$ cat config.mk
export PLATFORM = sky130hd
export DESIGN_NAME = pipe_adder
export DESIGN_NICKNAME = d
export VERILOG_FILES = /design/src/rtl/gpc_alu_pkg.sv /design/src/rtl/pipe_adder_stage.sv /design/src/rtl/pipe_adder.sv
export SDC_FILE = /design/constraint.sdc
export NUM_CORES = 1
export LEC_CHECK = 0
export CAP_MARGIN = 25
export CORE_MARGIN = 1
export CORE_UTILIZATION = 48
export DETAILED_ROUTE_END_ITERATION = 12
export PLACE_DENSITY = 0.71
export SYNTH_ARGS = -nofsm -noshare
export SYNTH_HDL_FRONTEND = slang
export SYNTH_SLANG_ARGS = --single-unit
$ cat constraint.sdc
create_clock -name clk -period 3.51 [get_ports clk]
set_input_delay 1.053 -clock clk [delete_from_list [all_inputs] [get_ports clk]]
set_output_delay 1.053 -clock clk [all_outputs]
set_load 0.02 [all_outputs]
$ cat src/rtl/gpc_alu_pkg.sv
// Shared GPC ALU definitions: datapath width, add/sub op encoding, result flags.
package gpc_alu_pkg;

  localparam int XLEN = 32;

  localparam logic ALU_ADD = 1'b0;
  localparam logic ALU_SUB = 1'b1;

  typedef struct packed {
    logic ovf;
    logic zero;
    logic cout;
  } alu_flags_t;

endpackage

$ cat src/rtl/pipe_adder_stage.sv
// One elastic slice of pipe_adder: sums chunk IDX of the travelling operands into the beat.
// Latency 1 cycle; loads whenever empty or the downstream slot takes this beat.
// Backpressure: holds its beat while dn_rdy=0 and passes the stall upstream through up_rdy.
module pipe_adder_stage
  import gpc_alu_pkg::*;
#(
  parameter int WIDTH = XLEN,
  parameter int CW    = 8,
  parameter int IDX   = 0,
  parameter bit LAST  = 1'b0
) (
  input  logic             clk,
  input  logic             rst,
  input  logic             up_vld,
  output logic             up_rdy,
  input  logic [WIDTH-1:0] up_a,
  input  logic [WIDTH-1:0] up_b,
  input  logic [WIDTH-1:0] up_res,
  input  logic             up_c,
  input  logic             up_op,
  input  logic             dn_rdy,
  output logic             vld,
  output logic [WIDTH-1:0] a,
  output logic [WIDTH-1:0] b,
  output logic [WIDTH-1:0] res,
  output logic             c,
  output logic             op,
  output logic             ovf,
  output logic             zero
);

  logic [CW:0]      csum;
  logic [WIDTH-1:0] nres;

  assign up_rdy = !vld || dn_rdy;

  always_comb begin
    csum = {1'b0, up_a[IDX*CW +: CW]} + {1'b0, up_b[IDX*CW +: CW]} + {{CW{1'b0}}, up_c};
    nres = up_res;
    nres[IDX*CW +: CW] = csum[CW-1:0];
  end

  always_ff @(posedge clk) begin
    if (rst) begin
      vld <= 1'b0;
      a   <= '0;
      b   <= '0;
      res <= '0;
      c   <= 1'b0;
      op  <= 1'b0;
    end else if (up_rdy) begin
      vld <= up_vld;
      if (up_vld) begin
        a   <= up_a;
        b   <= up_b;
        res <= nres;
        c   <= csum[CW];
        op  <= up_op;
      end
    end
  end

  // Flags only exist in the final slice, where the whole result is known.
  if (LAST) begin : g_flags
`ifdef PIPE_ADDER_FLAGS_EN
    always_ff @(posedge clk) begin
      if (rst) begin
        ovf  <= 1'b0;
        zero <= 1'b0;
      end else if (up_rdy && up_vld) begin
        ovf  <= (up_a[WIDTH-1] == up_b[WIDTH-1]) && (nres[WIDTH-1] != up_a[WIDTH-1]);
        zero <= (nres == '0);
      end
    end
`else
    assign ovf  = 1'b0;
    assign zero = 1'b0;
`endif
  end else begin : g_noflags
    assign ovf  = 1'b0;
    assign zero = 1'b0;
  end

endmodule

$ cat src/rtl/pipe_adder.sv
// Pipelined chunked adder/subtractor; ovf/zero flags built only with PIPE_ADDER_FLAGS_EN.
// Latency STAGES cycles, 1 beat/cycle; in_ready is combinational from out_ready down the valid chain.
// Backpressure: with out_ready=0 the pipe fills, in_ready drops when full, held results stay stable.
module pipe_adder
  import gpc_alu_pkg::*;
#(
  parameter int WIDTH  = XLEN,
  parameter int STAGES = 4
) (
  input  logic             clk,
  input  logic             rst,
  input  logic             in_valid,
  output logic             in_ready,
  input  logic [WIDTH-1:0] in1,
  input  logic [WIDTH-1:0] in2,
  input  logic             cin,
  input  logic             sub,
  output logic             out_valid,
  input  logic             out_ready,
  output logic [WIDTH-1:0] out,
  output logic             cout,
  output logic             ovf,
  output logic             zero
);

  localparam int CW = WIDTH / STAGES;

  logic [STAGES-1:0] st_vld;
  logic [STAGES-1:0] st_rdy;
  logic [STAGES-1:0] st_c;
  logic [STAGES-1:0] st_op;
  logic [WIDTH-1:0]  st_a   [STAGES];
  logic [WIDTH-1:0]  st_b   [STAGES];
  logic [WIDTH-1:0]  st_res [STAGES];
  logic              st_ovf [STAGES];
  logic              st_zero[STAGES];
  alu_flags_t        flg;

  for (genvar k = 0; k < STAGES; k++) begin : g_stage
    logic             u_vld;
    logic             u_c;
    logic             u_op;
    logic             d_rdy;
    logic [WIDTH-1:0] u_a;
    logic [WIDTH-1:0] u_b;
    logic [WIDTH-1:0] u_res;

    if (k == 0) begin : g_head
      // Subtraction as A + ~B + ~borrow; the op bit rides along to fix up cout.
      assign u_vld = in_valid;
      assign u_a   = in1;
      assign u_b   = (sub == ALU_SUB) ? ~in2 : in2;
      assign u_c   = (sub == ALU_SUB) ? ~cin : cin;
      assign u_op  = sub;
      assign u_res = '0;
    end else begin : g_body
      assign u_vld = st_vld[k-1];
      assign u_a   = st_a[k-1];
      assign u_b   = st_b[k-1];
      assign u_c   = st_c[k-1];
      assign u_op  = st_op[k-1];
      assign u_res = st_res[k-1];
    end

    if (k == STAGES - 1) begin : g_tail
      assign d_rdy = out_ready;
    end else begin : g_mid
      assign d_rdy = st_rdy[k+1];
    end

    pipe_adder_stage #(
      .WIDTH(WIDTH),
      .CW   (CW),
      .IDX  (k),
      .LAST (k == STAGES - 1)
    ) u_stage (
      .clk   (clk),
      .rst   (rst),
      .up_vld(u_vld),
      .up_rdy(st_rdy[k]),
      .up_a  (u_a),
      .up_b  (u_b),
      .up_res(u_res),
      .up_c  (u_c),
      .up_op (u_op),
      .dn_rdy(d_rdy),
      .vld   (st_vld[k]),
      .a     (st_a[k]),
      .b     (st_b[k]),
      .res   (st_res[k]),
      .c     (st_c[k]),
      .op    (st_op[k]),
      .ovf   (st_ovf[k]),
      .zero  (st_zero[k])
    );
  end

  assign in_ready  = !rst && st_rdy[0];
  assign out_valid = st_vld[STAGES-1];
  assign out       = st_res[STAGES-1];

  always_comb begin
    flg.cout = (st_op[STAGES-1] == ALU_SUB) ? ~st_c[STAGES-1] : st_c[STAGES-1];
    flg.ovf  = st_ovf[STAGES-1];
    flg.zero = st_zero[STAGES-1];
  end

  assign cout = flg.cout;
  assign ovf  = flg.ovf;
  assign zero = flg.zero;

endmodule

==> impl_metrics.csv <==
group,metric,value,unit
status,outcome,"completed",
placement,dp_hpwl,13000,um
grt,track_usage,22.38,%
placement,place.gp.congestion,0.9078,
worst_setup_path,worst_ep_arrival_time,2310,ps
die,initial_utilization,49.39,%
power_and_ir_drop,p_clk_share,42.0,%
clocking,worstSkewPairLatency,420,ps
die,die_height,133.1,um
worst_setup_path,type_of_element_capturing_the_critical_path,"primary output",
timing,report.final.hold_viol_count,0,
timing,report.final.slew_viol_count,0,
clocking,cts_tree,"yes",
hold_path,hold_removal_path_class,"reg -> reg",
yosys,synth_cell_type_count,50,
die,floorplan.io_pins,107,
final_layout,diodes,0,
routing,totalWireLength,18920,um
yosys,synth_sequential_area_ratio,45.62,%
final_layout,net_count_final,1176,
power_and_ir_drop,power.static_leakage,3.726,nW
clocking,h-tree-depth,4,
worst_setup_path,timing.critical_path.required,2460,ps
yosys,post_synth_inst_count,990,
grt,grt_first_pass_wirelength,31620,um
routing,wl_per_cell,14.52,um
grt,initial_antenna_violation_count,0,
die,fp.dieArea,17710,um2
placement,port_buffer_cells,104,
worst_setup_path,start_kind,"primary input",
power_and_ir_drop,ir_drop,375.4,uV
timing,relSlewSlack,54.10,%
timing,grt_setup_unrepaired,"false",
clocking,ctsRootBufferMaster,"sky130_fd_sc_hd__clkbuf_16",
flow_run,cap_viol_max_count,0,
worst_setup_path,crit_type,"in -> out",
yosys,synth-seq-cells,188,
clocking,numClockSinks,188,
timing,max_freq,297.7,MHz
final_layout,ff_latch_area,3764,um2
die,fp.coreArea,16700,um2
routing,total_number_of_vias,6857,
grt,overflow,0,
timing,skew,7.925,ps
worst_setup_path,critPathMaxFanout,4,
power_and_ir_drop,p_int,3.638,mW
yosys,async_flop_share,0,%
die,placementRows,47,
timing,report.final.setup_viol,0,
yosys,mapped_cell_area,8249,um2
yosys,synthesis.yosys.warnings,0,
final_layout,drive_above_1_share,8.310,%
clocking,clk_path_buf_depth,2,
yosys,synthFlopType,"sky130_fd_sc_hd__dfxtp_1",
final_layout,flow.area_growth_from_synthesis,22.93,%
routing,drt_first_pass_iters,4,
power_and_ir_drop,power.net_switching,1.158,mW
routing,antenna_left,0,
clocking,postCtsSetupRepairBufs,0,
die,die_w,133.1,um
yosys,postSynthAreaPerCell,8.332,um2
clocking,numCtsBuffers,17,
yosys,synthTopCellsByArea,"sky130_fd_sc_hd__dfxtp_1, sky130_fd_sc_hd__nand2_1, sky130_fd_sc_hd__a21oi_1, sky130_fd_sc_hd__ha_1, sky130_fd_sc_hd__a211oi_2",
timing,timing_worst_slew_pin_value,686.9,ps
power_and_ir_drop,pwr-share-comb,10.9,%
routing,drc,0,
timing,timing.final.crit_period,3359,ps
clocking,clk_transition_reported_paths,60,ps
yosys,yosysTopAreaCell,"sky130_fd_sc_hd__dfxtp_1",
yosys,synth_top_area_share,45.62,%
final_layout,multi_input_comb_area,4075,um2
power_and_ir_drop,power_frac_seq,47.1,%
yosys,synth-edff-count,0,
timing,final_min_period_over_clock_period,95.71,%
final_layout,fill_cells,1500,
power_and_ir_drop,sw_frac_of_total,24.15,%
power_and_ir_drop,total_power,4.797,mW
grt,grt_pass1_vias,6429,
routing,avgViaCountPerCell,5.262,
timing,whs,451.0,ps
power_and_ir_drop,p_per_area,473.0,nW/um2
grt,pin_count_of_the_biggest_net_entering_global_routing,109,
routing,initialDrtViolationCount,451,
[worst max-delay path, stage by stage]
cell and delay [ps]:
sky130_fd_sc_hd__clkdlybuf4s50_1 500, sky130_fd_sc_hd__and3b_1 210, sky130_fd_sc_hd__a31oi_1 190, sky130_fd_sc_hd__dlygate4sd2_1 350
[metal layers]
metal,track usage [%],vias up,routed length (um)
met3,4.490,14,823
met1,29.85,3168,8880
met5,0,-,0
li1,-,3502,-
met4,6.187,0,204
met2,36.85,173,9012
[stage by stage]
step                      utilization [%]  instances  TNS [ps]  setup slack, ps  area, um2
after global placement              56.97       1271    -114.6           -114.6       9514
final                               60.72       1303         0            150.7      10140
after CTS                           60.72       1303         0            157.8      10140
after global routing                60.72       1303         0            58.33      10140
after detailed placement            56.97       1271    -98.45           -98.45       9514
after floorplan                         -        991         0            217.4       8253
[synthesized netlist by cell type, drive strengths merged (2+ instances only)]
master and n:
buf 37, o21ai 26, o211ai 3, nand4 2
nand2b 7, a211oi 38, nor3 8, o21a 3
nor2b 8, a21oi 150, o22ai 4, a211o 5
nand2 274, a21o 4, xor2 12, and3 5
nor2 46, clkbuf 33, or4 4, or2 3
nand3 12, xnor2 26, or3 2, a31oi 6
and2 3, nor4 6, inv 18, dfxtp 188
nand4b 2, fa 8, a311o 2, ha 28
nor4b 3, o21bai 2, o31ai 4
[state kept, by name, summed over array words and instances (netlist names)]
name                 flops
g_stage.u_stage.res     80
g_stage.u_stage.a       48
g_stage.u_stage.vld      4
g_stage.u_stage.b       48
g_stage.u_stage.op       4
g_stage.u_stage.c        4
[what timing repair did]
action / CTS / global route
endpoints found under the setup margin: 1 / 0
endpoints found under the hold margin: 0 / 0
hold buffers: 0 / 0
resized for setup: 1 / 0
[area by class of cell]
cell class | instances | area share (%)
Clock buffer | 20 | 4.602
Clock inverter | 12 | 1.592
Inverter | 18 | 0.6663
Multi-Input combinational cell | 715 | 40.18
Sequential cell | 188 | 37.11
Tap cell | 220 | 2.714
Timing Repair Buffer | 130 | 13.13
[cells by family (layout without fill, tap and decap cells)]
family / count (synthesis) / after routing / share of synthesized area [%]
flip-flops: 188 / 188 / 45.62
AND/OR/NAND/NOR: 388 / 388 / 19.70
other: 1 / 2 / 0.04546
multiplexers: 1 / 1 / 0.1213
AO/OA/AOI/OAI: 250 / 250 / 19.17
adder cells (fa/ha/maj): 36 / 36 / 6.188
buffers and inverters: 88 / 180 / 5.111
XOR/XNOR: 38 / 38 / 4.035
[final timing paths]
kind         slack (ps)                    endpoint                       start  cells after the start
max reg2reg        1330  g_stage[2].u_stage.res[22]        g_stage[1].u_stage.c                      8
min reg2reg         450  g_stage[3].u_stage.res[27]  g_stage[3].u_stage.res[27]                      2
max                 150                    in_ready                   out_ready                      4
min                 450  g_stage[3].u_stage.res[27]  g_stage[3].u_stage.res[27]                      2
[layout by cell type, fill, tap and decap left out, types with 12 or more instances in the layout]
master / Yosys / final
sky130_fd_sc_hd__a211oi_2: 24 / 24
sky130_fd_sc_hd__xor2_1: 12 / 12
sky130_fd_sc_hd__clkbuf_16: 0 / 17
sky130_fd_sc_hd__ha_1: 28 / 28
sky130_fd_sc_hd__buf_4: 7 / 18
sky130_fd_sc_hd__nor2_1: 46 / 46
sky130_fd_sc_hd__xnor2_1: 26 / 26
sky130_fd_sc_hd__inv_1: 18 / 18
sky130_fd_sc_hd__nand2_1: 274 / 274
sky130_fd_sc_hd__a211oi_1: 14 / 14
sky130_fd_sc_hd__a21oi_1: 149 / 149
sky130_fd_sc_hd__o21ai_0: 25 / 25
sky130_fd_sc_hd__nand3_1: 12 / 12
sky130_fd_sc_hd__dfxtp_1: 188 / 188
sky130_fd_sc_hd__clkdlybuf4s50_1: 0 / 101
[power groups by stage]
stage	Sequential [mW]	Clock [mW]	Combinational, mW
final	2.26	2.02	0.521
after global routing	2.27	2.13	0.578
after CTS	2.26	2.04	0.523
after detailed placement	2.31	0	0.520
after global placement	2.31	0	0.512
after floorplan	2.29	0	0.342
Note: power is estimated with default switching activity, not from simulation.
